[src/rtl/imem_trace_decoder.sv]
// imem_trace_decoder: passive fetch monitor decoding instruction words into encoder fields; optional TRACE_FILTER_DUP_EN suppresses repeated-PC captures
module imem_trace_decoder #(
  parameter int DEPTH = 4,
  parameter int CNT_W = 16
) (
  input  logic             clk,
  input  logic             reset_n,
  input  logic             imem_req_valid,
  input  logic [31:0]      imem_req_addr,
  input  logic [31:0]      imem_resp_data,
  output logic             out_valid,
  input  logic             out_ready,
  output logic [31:0]      out_pc,
  output logic [1:0]       out_opcode_rep,
  output logic [4:0]       out_rs1,
  output logic [4:0]       out_rs2,
  output logic [4:0]       out_rd,
  output logic [2:0]       out_funct3,
  output logic             out_funct7,
  output logic [11:0]      out_imm,
  output logic             out_illegal,
  output logic             overflow,
  output logic [CNT_W-1:0] fetch_count,
  output logic [CNT_W-1:0] drop_count
);
  localparam int AW = $clog2(DEPTH);
  typedef struct packed {
    logic [31:0] pc;
    logic [1:0]  op;
    logic [4:0]  rs1, rs2, rd;
    logic [2:0]  f3;
    logic        f7;
    logic [11:0] imm;
    logic        ill;
  } entry_t;
  logic             cap;
  logic             s1_vld_q;
  logic [31:0]      s1_pc_q, s1_data_q, d;
  logic [1:0]       op;
  logic             r_ill, i_ill, b_ill;
  entry_t           dec_d, head;
  entry_t           mem_q [DEPTH];
  logic [AW:0]      wr_q, rd_q;
  logic             empty, full, pop, push, drop;
  logic             ovf_q;
  logic [CNT_W-1:0] fetch_q, drop_q;
`ifdef TRACE_FILTER_DUP_EN
  logic [31:0] last_pc_q;
  logic        last_vld_q;
  assign cap = imem_req_valid && !(last_vld_q && imem_req_addr == last_pc_q);
  // remember the most recently captured PC so stall/reset-hold repeats are skipped
  always_ff @(posedge clk or negedge reset_n)
    if (!reset_n) begin
      last_pc_q  <= '0;
      last_vld_q <= 1'b0;
    end else if (cap) begin
      last_pc_q  <= imem_req_addr;
      last_vld_q <= 1'b1;
    end
`else
  assign cap = imem_req_valid;
`endif
  // capture stage: register the fetch PC and word
  always_ff @(posedge clk or negedge reset_n)
    if (!reset_n) begin
      s1_vld_q  <= 1'b0;
      s1_pc_q   <= '0;
      s1_data_q <= '0;
    end else begin
      s1_vld_q <= cap;
      if (cap) begin
        s1_pc_q   <= imem_req_addr;
        s1_data_q <= imem_resp_data;
      end
    end
  assign d  = s1_data_q;
  assign op = d[6:0] == 7'b0110011 ? 2'd0 :
              d[6:0] == 7'b0010011 ? 2'd1 :
              d[6:0] == 7'b1100011 ? 2'd2 : 2'd3;
  assign r_ill = !(d[31:25] == 7'h00 || (d[31:25] == 7'h20 && (d[14:12] == 3'd0 || d[14:12] == 3'd5)));
  assign i_ill = d[14:12] == 3'd1 ? |d[31:25] :
                 d[14:12] == 3'd5 ? (d[31] || |d[29:25]) : 1'b0;
  assign b_ill = d[14:12] == 3'd2 || d[14:12] == 3'd3 || d[8];
  // decode the captured word into encoder representative fields
  always_comb begin
    dec_d.pc  = s1_pc_q;
    dec_d.op  = op;
    dec_d.rs1 = d[19:15];
    dec_d.f3  = d[14:12];
    dec_d.rs2 = op == 2'd1 ? 5'd0 : d[24:20];
    dec_d.rd  = op == 2'd2 ? 5'd0 : d[11:7];
    dec_d.f7  = (op == 2'd0 || op == 2'd3) ? d[30] : 1'b0;
    dec_d.imm = op == 2'd1 ? d[31:20] :
                op == 2'd2 ? {d[31], d[7], d[30:25], d[11:8]} : 12'd0;
    dec_d.ill = op == 2'd0 ? r_ill : op == 2'd1 ? i_ill : op == 2'd2 ? b_ill : 1'b1;
  end
  assign empty = wr_q == rd_q;
  assign full  = (wr_q[AW] != rd_q[AW]) && (wr_q[AW-1:0] == rd_q[AW-1:0]);
  assign pop   = !empty && out_ready;
  assign push  = s1_vld_q && (!full || pop);
  assign drop  = s1_vld_q && full && !pop;
  // FIFO storage; contents are don't-care until the write pointer covers them
  always_ff @(posedge clk)
    if (push) mem_q[wr_q[AW-1:0]] <= dec_d;
  // FIFO pointers, sticky overflow and saturating statistics
  always_ff @(posedge clk or negedge reset_n)
    if (!reset_n) begin
      wr_q    <= '0;
      rd_q    <= '0;
      ovf_q   <= 1'b0;
      fetch_q <= '0;
      drop_q  <= '0;
    end else begin
      if (push) wr_q <= wr_q + (AW+1)'(1);
      if (pop) rd_q <= rd_q + (AW+1)'(1);
      if (drop) ovf_q <= 1'b1;
      if (cap && !(&fetch_q)) fetch_q <= fetch_q + CNT_W'(1);
      if (drop && !(&drop_q)) drop_q <= drop_q + CNT_W'(1);
    end
  assign head           = empty ? '0 : mem_q[rd_q[AW-1:0]];
  assign out_valid      = !empty;
  assign out_pc         = head.pc;
  assign out_opcode_rep = head.op;
  assign out_rs1        = head.rs1;
  assign out_rs2        = head.rs2;
  assign out_rd         = head.rd;
  assign out_funct3     = head.f3;
  assign out_funct7     = head.f7;
  assign out_imm        = head.imm;
  assign out_illegal    = head.ill;
  assign overflow       = ovf_q;
  assign fetch_count    = fetch_q;
  assign drop_count     = drop_q;
endmodule

[config.mk]
export PLATFORM = sky130hd
export DESIGN_NAME = imem_trace_decoder
export DESIGN_NICKNAME = d
export VERILOG_FILES = /design/src/rtl/imem_trace_decoder.sv
export SDC_FILE = /design/constraint.sdc
export NUM_CORES = 1
export LEC_CHECK = 0
export ABC_AREA = 0
export CORE_MARGIN = 2
export CORE_UTILIZATION = 40
export DETAILED_ROUTE_END_ITERATION = 7
export PLACE_DENSITY = 0.61
export SYNTH_ARGS = -nofsm -noshare
export SYNTH_HDL_FRONTEND = slang
export SYNTH_SLANG_ARGS = --single-unit
export TNS_END_PERCENT = 10
[constraint.sdc]
create_clock -name clk -period 4.8 [get_ports clk]
set_clock_uncertainty 0.2 [all_clocks]
set_input_delay 0.72 -clock clk [delete_from_list [all_inputs] [get_ports clk]]
set_output_delay 0.72 -clock clk [all_outputs]
set_load 0.1 [all_outputs]
==> flow_summary_export.csv, run 1 <==
group,metric,value,unit
worst_setup_path,path_max_fanout,37,
min_path,min_path_type,"input port to asynchronous set/reset pin",
global_routing,antenna_found_initial,0,
global_routing,grt_overflow,0,
cts,cts.sinks,368,
global_routing,top_usage_layer,"met2",
cts,ctsHoldBuffers,0,
floorplanning,die_area,0.0382,mm²
sta,hold_viol,0,
synth,yosysWarnings,0,
synth,synth.net_count,878,
detailed_routing,drt_iter0_markers,320,
placement,hpwl,18700,µm
synth,ys.flop_type,"edfxtp_1",
sta,fmax,229,MHz
floorplanning,num_rows,70,
floorplanning,die_h,195,µm
detailed_routing,drc,0,
cells_and_area,area_delta_synth_final,24.4,%
cts,cts_buffer_depth,3,
cells_and_area,fin_nets,1066,
cells_and_area,num_antenna_cells,0,
sta,setup_tns,0,ns
cts,cts_setup_buffers,0,
placement,place_congestion,0.762,
global_routing,grt.met2_usage,0.267,
global_routing,grt_usage,0.160,
sta,finalCritPeriodShare,0.910,
cts,cts_root_buffer,"clkbuf_16",
worst_setup_path,timing_worst_setup_path_type,"register to primary output",
sta,tightest_slew,0.995,ns
synth,synth_edf_count,264,
floorplanning,io_pins,168,
worst_setup_path,cp_data_arrival_time,3.45,ns
floorplanning,core,0.0363,mm²
global_routing,use_met1,0.217,
sta,drv_slew,0,
synth,synth_cell_types,42,
worst_setup_path,regToRegSetupSlack,1.69,ns
synth,avgSynthCellArea,18.3,µm²
cells_and_area,multi_input_area,0.00396,mm²
synth,async_reset_ff_frac,0.283,
cts,ctsResizeCount,0,
floorplanning,die_w,195,µm
sta,min_period,4.37,ns
outcome,status,"completed",
cts,clk_latency,0.52,ns
cells_and_area,layout-drive-gt1-share,0.273,
detailed_routing,drt-wirelength-per-cell,20.1,µm
worst_setup_path,endpoint_kind,"primary output",
sta,setup_viol,0,
cts,cts_buffers,40,
synth,netlist_area,0.0146,mm²
cells_and_area,seqCellArea,0.0105,mm²
detailed_routing,routed_wirelength,29800,µm
global_routing,grt_pass1_vias,7925,
floorplanning,start_util,0.403,
global_routing,grt_use_met3,0.0335,
cts,cts_tree,"yes",
synth,synth_seq_area_share,0.719,
placement,port_buffers,167,
detailed_routing,vias_per_cell,5.04,
worst_setup_path,crit_path_start_kind,"register",
sta,slew_headroom,0.334,
synth,ys_ff_latch,368,
cts,h-tree-depth,2,
detailed_routing,firstDrtPassIters,4,
cells_and_area,n_fill_cell,3011,
worst_setup_path,worstPathRequired,3.88,ns
synth,syn_inst,800,
cts,path_clk_slew,0.06,ns
run,drv_cap,0,
global_routing,grt_pass1_wl,46700,µm
sta,rsz0062_at_grt,"false",
detailed_routing,antenna_left,0,
detailed_routing,vias,7495,
global_routing,grt_start_max_net_pins,50,
[final timing paths]
kind	startpoint	cells past startpoint	endpoint
worst max-delay path	rd_q[1]	4	out_pc[25]
worst min-delay path	reset_n	1	s1_pc_q[18]
worst max register to register	rd_q[1]	5	mem_q[0][12]
worst min register to register	overflow	1	overflow
max in group asynchronous	reset_n	2	rd_q[1]
min in group clk	overflow	1	overflow
[routing by layer]
layer  vias to the layer above  share of wire
met5                         -              0
met4                         0          0.016
met3                        37          0.043
met2                       150           0.49
met1                      3863           0.45
li1                       3445              -
[sequential cells by signal (all words and copies together) (netlist names)]
register / cells
d: 32
drop_count: 16
fetch_count: 16
mem_q: 264
overflow: 1
rd_q: 3
s1_pc_q: 32
s1_vld_q: 1
wr_q: 3
[cell usage after synthesis, drive strengths merged, types with 2 or more instances]
library cell | n | area (µm²)
edfxtp | 264 | 7930
dfrtp | 104 | 2600
mux2 | 67 | 754
and2 | 66 | 413
mux4 | 66 | 1490
nand2 | 36 | 135
xnor2 | 25 | 234
buf | 18 | 90.1
clkbuf | 18 | 67.6
nor2 | 16 | 62.6
nand3 | 15 | 80.1
o21ai | 13 | 65.1
xor2 | 13 | 114
nand4 | 11 | 75.1
and3 | 10 | 62.6
ha | 10 | 125
nor2b | 10 | 62.6
inv | 9 | 33.8
nor3 | 7 | 51.3
nand2b | 4 | 25.0
a21oi | 3 | 18.8
a31oi | 3 | 18.8
and4 | 2 | 17.5
[metrics by stage]
stage	area [µm²]	cells	hold slack (ns)	utilization	setup WS (ns)
after detailed placement	16800	1414	0.253	0.463	0.921
after global routing	18200	1488	0.0993	0.501	0.220
after CTS	18200	1488	0.0748	0.501	0.346
final	18200	1488	0.0521	0.501	0.432
after global placement	16800	1414	0.256	0.463	0.984
after floorplan	14600	800	0.224	-	0.395
[kinds of logic (layout without fill, tap and decap cells)]
family | Yosys count | count (layout) | synth area share
flip-flops | 368 | 368 | 0.719
AND/OR/NAND/NOR | 181 | 181 | 0.0708
multiplexers | 133 | 133 | 0.153
buffers and inverters | 45 | 265 | 0.0131
XOR/XNOR | 38 | 38 | 0.0238
AO/OA/AOI/OAI | 25 | 25 | 0.0117
adder cells (fa/ha/maj) | 10 | 10 | 0.00854
[area by class of cell]
class,count,share of cell area
tap,468,0.0322
inverter,9,0.00186
sequential,368,0.579
timing repair buffer,182,0.0936
clock inverter,17,0.0111
clock buffer,57,0.0653
multi-input combinational,387,0.217
[placed cells by master (no fill, tap or decap), types with 8 or more instances in the layout]
cell,count
nor2_1,11
nand3_1,13
ha_1,10
dfrtp_1,102
edfxtp_1,264
clkbuf_16,43
mux4_2,66
buf_4,59
and2_1,66
mux2_2,67
xor2_1,13
nand4_1,10
clkinv_2,8
clkbuf_1,8
clkdlybuf4s50_1,120
xnor2_1,23
nor2b_1,10
inv_1,9
nand2_1,36
o21ai_0,13
and3_1,10
[critical path, cell delays in order (launching register included)]
cell and delay (ns):
dfrtp_4 0.71, xnor2_2 0.33, nand3_2 0.54, and2_1 0.37, clkdlybuf4s50_1 0.98
Power of run 1 is not shown: default switching activity piles up to over one toggle a cycle in this logic, so the estimate is an artifact.
==> run 2, diff against run 1 <==
--- a/config.mk
+++ b/config.mk
@@ -9,6 +9,7 @@
 export CORE_MARGIN = 2
 export CORE_UTILIZATION = 40
 export DETAILED_ROUTE_END_ITERATION = 7
+export HOLD_SLACK_MARGIN = 0.03
 export PLACE_DENSITY = 0.61
 export SYNTH_ARGS = -nofsm -noshare
 export SYNTH_HDL_FRONTEND = slang
==> results of run 2 <==
No change in the layout: final DEF, timing and power equal those of run 1.
Power of run 2 is left out for the same reason.
